`src/rtl/prog_counter_if.sv`:
```
`default_nettype none
// ============================================================================
//  Module   : prog_counter_if
//  Purpose  : Control/status bundle for prog_counter. The master drives the
//             control inputs and the slave (the counter) returns the status.
//  Revision : 1.0  initial release
// ============================================================================
interface prog_counter_if #(
    parameter int WIDTH = 8,
    parameter int PSC_W = 4
) ();
    logic             en;
    logic             load;
    logic [WIDTH-1:0] load_val;
    logic             dir;
    logic [WIDTH-1:0] max_val;
    logic             oneshot;
    logic [PSC_W-1:0] prescale;
    logic             clr_ovf;
    logic [WIDTH-1:0] count;
    logic             tc;
    logic             ovf;
    logic             done;

    modport master (
        output en, load, load_val, dir, max_val, oneshot, prescale, clr_ovf,
        input  count, tc, ovf, done
    );

    modport slave (
        input  en, load, load_val, dir, max_val, oneshot, prescale, clr_ovf,
        output count, tc, ovf, done
    );
endinterface
`default_nettype wire

```
`src/rtl/prog_counter.sv`:
```
`default_nettype none
// ============================================================================
//  Module   : prog_counter
//  Purpose  : Up/down counter with parallel load, programmable modulus,
//             prescaler, one-shot mode, terminal-count pulse and sticky
//             overflow flag. All outputs are registered.
//  Revision : 1.0  initial release
// ============================================================================
module prog_counter #(
    parameter int WIDTH = 8,
    parameter int PSC_W = 4
) (
    input  wire logic        clk,
    input  wire logic        rst,
    prog_counter_if.slave    bus
);

    localparam logic [WIDTH-1:0] c_CNT_ZERO = '0;
    localparam logic [WIDTH-1:0] c_CNT_ONE  = {{(WIDTH-1){1'b0}}, 1'b1};
    localparam logic [PSC_W-1:0] c_PSC_ZERO = '0;
    localparam logic [PSC_W-1:0] c_PSC_ONE  = {{(PSC_W-1){1'b0}}, 1'b1};

    typedef enum logic {
        RUN  = 1'b0,
        DONE = 1'b1
    } state_t;

    state_t           r_state;
    logic [WIDTH-1:0] r_count;
    logic [PSC_W-1:0] r_psc;
    logic             r_tc;
    logic             r_ovf;
    logic             r_done;

    // Step qualification and terminal detection from the current count.
    // Up-count uses >= so an out-of-range load or a lowered modulus still ends.
    logic w_step;
    logic w_term;
    assign w_step = (r_state == RUN) && bus.en && (r_psc == bus.prescale);
    assign w_term = bus.dir ? (r_count >= bus.max_val) : (r_count == c_CNT_ZERO);

    // Counter state machine: load, prescaler, stepping and one-shot stop.
    always_ff @(posedge clk) begin
        if (rst) begin
            r_state <= RUN;
            r_count <= c_CNT_ZERO;
            r_psc   <= c_PSC_ZERO;
            r_tc    <= 1'b0;
            r_done  <= 1'b0;
        end else begin
            r_tc <= 1'b0;
            if (bus.load) begin
                r_count <= bus.load_val;
                r_psc   <= c_PSC_ZERO;
                r_state <= RUN;
                r_done  <= 1'b0;
            end else if (r_state == RUN && bus.en) begin
                if (w_step) begin
                    r_psc <= c_PSC_ZERO;
                    if (w_term) begin
                        r_tc <= 1'b1;
                        if (bus.oneshot) begin
                            // Hold the current count; down-count holds at 0.
                            r_state <= DONE;
                            r_done  <= 1'b1;
                        end else begin
                            r_count <= bus.dir ? c_CNT_ZERO : bus.max_val;
                        end
                    end else begin
                        r_count <= bus.dir ? (r_count + c_CNT_ONE)
                                           : (r_count - c_CNT_ONE);
                    end
                end else begin
                    // Wraps naturally if prescale was lowered below psc.
                    r_psc <= r_psc + c_PSC_ONE;
                end
            end
        end
    end

    // Sticky overflow: set by a visible tc pulse, which beats a clear.
    always_ff @(posedge clk) begin
        if (rst) begin
            r_ovf <= 1'b0;
        end else if (r_tc) begin
            r_ovf <= 1'b1;
        end else if (bus.clr_ovf) begin
            r_ovf <= 1'b0;
        end
    end

    assign bus.count = r_count;
    assign bus.tc    = r_tc;
    assign bus.ovf   = r_ovf;
    assign bus.done  = r_done;

endmodule
`default_nettype wire

```
`src/flat_wrapper.sv`:
```
// flat-port wrapper written by rule: the top's interface ports become plain ports
module prog_counter_flat 
#(
    parameter int WIDTH = 8,
    parameter int PSC_W = 4
)
  (clk, rst, bus_en, bus_load, bus_load_val, bus_dir, bus_max_val, bus_oneshot, bus_prescale, bus_clr_ovf, bus_count, bus_tc, bus_ovf, bus_done);
  prog_counter_if #(.WIDTH(WIDTH), .PSC_W(PSC_W)) bus_i ();
  input  wire logic clk;
  input  wire logic rst;
  input wire logic [$bits(bus_i.en)-1:0] bus_en;
  input wire logic [$bits(bus_i.load)-1:0] bus_load;
  input wire logic [$bits(bus_i.load_val)-1:0] bus_load_val;
  input wire logic [$bits(bus_i.dir)-1:0] bus_dir;
  input wire logic [$bits(bus_i.max_val)-1:0] bus_max_val;
  input wire logic [$bits(bus_i.oneshot)-1:0] bus_oneshot;
  input wire logic [$bits(bus_i.prescale)-1:0] bus_prescale;
  input wire logic [$bits(bus_i.clr_ovf)-1:0] bus_clr_ovf;
  output wire logic [$bits(bus_i.count)-1:0] bus_count;
  output wire logic [$bits(bus_i.tc)-1:0] bus_tc;
  output wire logic [$bits(bus_i.ovf)-1:0] bus_ovf;
  output wire logic [$bits(bus_i.done)-1:0] bus_done;
  assign bus_i.en = bus_en;
  assign bus_i.load = bus_load;
  assign bus_i.load_val = bus_load_val;
  assign bus_i.dir = bus_dir;
  assign bus_i.max_val = bus_max_val;
  assign bus_i.oneshot = bus_oneshot;
  assign bus_i.prescale = bus_prescale;
  assign bus_i.clr_ovf = bus_clr_ovf;
  assign bus_count = bus_i.count;
  assign bus_tc = bus_i.tc;
  assign bus_ovf = bus_i.ovf;
  assign bus_done = bus_i.done;
  prog_counter #(.WIDTH(WIDTH), .PSC_W(PSC_W)) u_core (.clk(clk), .rst(rst), .bus(bus_i));
endmodule
```
`config.mk`:
```
export PLATFORM = sky130hd
export DESIGN_NAME = prog_counter_flat
export DESIGN_NICKNAME = d
export VERILOG_FILES = /design/src/rtl/prog_counter_if.sv /design/src/rtl/prog_counter.sv /design/src/flat_wrapper.sv
export SDC_FILE = /design/constraint.sdc
export NUM_CORES = 1
export LEC_CHECK = 0
export BUFFER_PORTS_ARGS = -buffer_cell sky130_fd_sc_hd__buf_2
export CAP_MARGIN = 20
export CORE_MARGIN = 2
export CORE_UTILIZATION = 55
export DETAILED_ROUTE_END_ITERATION = 10
export GPL_TIMING_DRIVEN = 1
export PLACE_DENSITY = 0.95
export SYNTH_ARGS = -nofsm -noshare
export SYNTH_HDL_FRONTEND = slang
export SYNTH_SLANG_ARGS = --single-unit
```
`constraint.sdc`:
```
create_clock -name clk -period 4.3 [get_ports clk]
set_input_delay 0.215 -clock clk [delete_from_list [all_inputs] [get_ports clk]]
set_output_delay 0.215 -clock clk [all_outputs]
set_load 0.05 [all_outputs]
```
==> impl_summary.log <==
INFO  metric grt_first_pass_wirelength = around 5500 um
INFO  metric postSynthNetCount = 204
INFO  metric number_of_vias_in_the_routed_layout = between 1000 and 1500
INFO  metric timing.final.hold_violations = 0
INFO  metric fin_nets = 244
INFO  metric synth_top_cell_area_share = 23.0%
INFO  metric ys_warn_count = 0
INFO  metric ctsHtreeMaxLevel = 1
INFO  metric area_growth = 18.0%
INFO  metric synth_enable_flop_cells = 0
INFO  metric cp_data_arrival_time = 2.63 ns
INFO  metric cp.buffers_inverters = 0
INFO  metric leakage_power = 0.728 nW
INFO  metric detail_route.wirelength = 3270 um
INFO  metric drv_cap = 0
INFO  metric antenna_cells_inserted = 0
INFO  metric synth_sequential_area_ratio = 23.0%
INFO  metric design.core.area = about 2200 sq um
INFO  metric place_hpwl = 2690 um
INFO  metric synth_ff_type = sky130_fd_sc_hd__dfxtp_1
INFO  metric cts_tree = built
INFO  metric numCtsBuffers = 3
INFO  metric initial_core_util = 58.5%
INFO  metric synth_largest_area_cell = sky130_fd_sc_hd__dfxtp_1
INFO  metric dpl-instance-area = around 1500 sq um
INFO  metric synth_common_cells = sky130_fd_sc_hd__a21oi_1, sky130_fd_sc_hd__dfxtp_1, sky130_fd_sc_hd__ha_1
INFO  metric setup_repair_after_global_routing_missed_its_margin = no
INFO  metric cts-hold-fix-buffers = 0
INFO  metric finalInstanceArea = about 1500 sq um
INFO  metric reg2reg_from = u_core.bus.count[6]
INFO  metric syn_area_per_cell = 8.11 sq um
INFO  metric ys_top_cells_by_area = sky130_fd_sc_hd__dfxtp_1, sky130_fd_sc_hd__ha_1, sky130_fd_sc_hd__a21oi_1
INFO  metric synth_cell_types = 45
INFO  metric maximum_number_of_pins_on_one_net_before_global_route_repair = 13
INFO  metric status = completed
INFO  metric via_count_of_the_first_global_routing_pass = 1228
INFO  metric setup_tns = 0 ns
INFO  metric clock_latency_late_sink = between 0.2 and 0.3 ns
INFO  metric crit_path_end_kind = flop
INFO  metric numClockSinks = 15
INFO  metric clock.fmax = approximately 400 MHz
INFO  metric gp_congestion = 0.952
INFO  metric min_path_cells = 3
INFO  metric cts.reportedPaths.clkPinSlew = ~0.080 ns
INFO  metric cts.path.max_buffers = 2
INFO  metric clock-skew-final = around 0.0031 ns
INFO  metric number_of_remaining_drc_errors = 0
INFO  metric slew-limit-headroom = between 60% and 70%
INFO  metric ant_nets = 0
INFO  metric power-per-cell-area = 245 nW/um^2
INFO  metric final.setup.worst_slack = about 1.8 ns
INFO  metric cpLargestDelayFamily = compound AO/OA/AOI/OAI gates
INFO  metric chipWidth = approximately 53 um
INFO  metric route.detailed.vias_per_inst = roughly 6
INFO  metric layout_cells_sized_above_1 = 25.0%
INFO  metric final-setup-viol-count = 0
INFO  metric num_ports = 38
INFO  metric path_cells = ha_1, a21oi_1, nor2b_1, or4_4, o21ai_0, o22ai_1, a211oi_1, o21ai_0
INFO  metric fill_cell_instance_count_of_the_final_layout = roughly 200
INFO  metric worst_path_max_delay_cell = sky130_fd_sc_hd__or4_4
INFO  metric timing.rr.end = u_core.bus.count[2]
INFO  metric portBuffers = 37
INFO  metric min_to = u_core.bus.count[3]
INFO  metric worst_pin_slew = 0.476 ns
INFO  metric avgRoutedWirePerCell = 14.3 um
INFO  metric r2r.worst_path.cells = 8
INFO  metric hold_path_startpoint = bus_load_val[3]
INFO  metric antenna_violations_before_repair = 0
INFO  metric vdd.ir_drop.worst = 0.000196 V
INFO  metric critPathRequiredTime = 4.47 ns
INFO  metric design.die.area = roughly 2800 sq um
INFO  metric crit_type = reg2reg
INFO  metric pre_cts_ws = 1.91 ns
INFO  metric dr.pass1.iters = 4
INFO  metric synth_cells = 161
INFO  metric cts_post_setup_buffers_inserted = 0
INFO  metric worst_path_most_repeated_cell = sky130_fd_sc_hd__o21ai_0
INFO  metric chipHeight = about 53 um
INFO  metric timing.final.crit_share = a little under three fifths
INFO  metric syn-cell-area = 1310 sq um
INFO  metric critical-path-max-stage-delay = 0.52 ns
INFO  metric number_of_register_bits_inferred_by_synthesis = 15
INFO  metric async_flop_share = 0%
INFO  metric drt-initial-drc-count = 23
INFO  metric rows = 17
INFO  metric r2r_setup_slack = between 1.5 and 2 ns
INFO  metric cp-startpoint = u_core.bus.count[6]
INFO  metric holdCritPathClass = in2reg
INFO  metric grt_use_total = 27.3%
INFO  metric timing.final.crit_period = 2.46 ns
INFO  metric report.final.slew_viol_count = 0
INFO  metric post_cts_resized = 0
INFO  metric crit_path_max_fanout = 5
INFO  metric grt_overflow_total = 0
INFO  metric clk_root_buffer_cell = sky130_fd_sc_hd__clkbuf_4
INFO  metric start_kind = flop
[tightest hold or removal path: cells and delay by family]
family                 cells  cell delay [ns]
and+or+nand+nor            1             0.05
buffers and inverters      1             0.08
AOI/OAI and AO/OA          1             0.05
[layout make-up]
| type | instances | area [sq um] | area share (%) |
|---|---|---|---|
| sequential | 15 | 300 | 19.5 |
| inverter | 15 | 56.3 | 3.65 |
| tap | 28 | 35.0 | 2.27 |
| timing repair buffer | 37 | 185 | 12.0 |
| multi-input combinational | 129 | 938 | 60.9 |
| clock buffer | 4 | 26.3 | 1.70 |
[layer usage]
layer  GRT usage, %  wire length (um)  share of wire, %  vias to the layer above
met1           32.2              1360                42                      611
li1               -                 -                 -                      666
met3           6.57               183               5.6                       12
met4           12.4                97               3.0                        0
met2           46.3              1620                50                       43
met5              0                 0                 0                        -
[registers in the layout, indices dropped and copies added (netlist names)]
signal	cells
u_core.bus.tc	1
u_core.r_psc	4
u_core.bus.done	1
u_core.bus.count	8
u_core.bus.ovf	1
[per-stage QoR]
stage	std cells	hold slack [ns]	total power [mW]	util, %
after floorplan	161	0.287	0.258	-
final	228	0.131	0.377	69.0
after global routing	228	0.133	0.405	69.0
after detailed placement	224	0.432	0.298	67.8
after CTS	228	0.124	0.379	69.0
after global placement	224	0.424	0.295	67.8
[logic make-up (layout without fill, tap and decap cells)]
| kind of cell | count (synthesis) | in the layout | share of synthesized area [%] |
|---|---|---|---|
| AOI/OAI and AO/OA | 49 | 49 | 26.8 |
| xor gates and xnor gates | 12 | 12 | 8.05 |
| adders and majority gates | 16 | 16 | 15.9 |
| buffers and inverters | 17 | 56 | 5.17 |
| DFF | 15 | 15 | 23.0 |
| muxes | 1 | 1 | 0.766 |
| and+or+nand+nor | 51 | 51 | 20.3 |
[worst max path at each step]
stage,to,depth (start not counted)
floorplan,u_core.bus.count[5],9
global placement,u_core.bus.count[5],9
detailed placement,u_core.bus.count[5],9
CTS,u_core.bus.count[5],9
global route,u_core.bus.count[5],9
finish,u_core.bus.count[2],8
[report_power, final]
group	leakage, nW	internal, mW	total [mW]	switching, mW
Combinational	0.590	0.0565	0.142	0.0855
Sequential	0.123	0.145	0.154	0.00961
Clock	0.0150	0.0362	0.0811	0.0449
[layout by cell type, fill, tap and decap left out, drive strengths merged, types with 4 or more instances in the layout]
| master | netlist | layout |
|---|---|---|
| clkbuf | 1 | 4 |
| nand2 | 13 | 13 |
| buf | 1 | 37 |
| inv | 15 | 15 |
| xnor2 | 5 | 5 |
| xor2 | 7 | 7 |
| ha | 15 | 15 |
| dfxtp | 15 | 15 |
| nor2 | 11 | 11 |
| nor3 | 5 | 5 |
| o21ai | 8 | 8 |
| nor2b | 4 | 4 |
| nand3 | 7 | 7 |
| a211oi | 5 | 5 |
| a21oi | 16 | 16 |
Note: power is estimated with default switching activity, not from simulation.
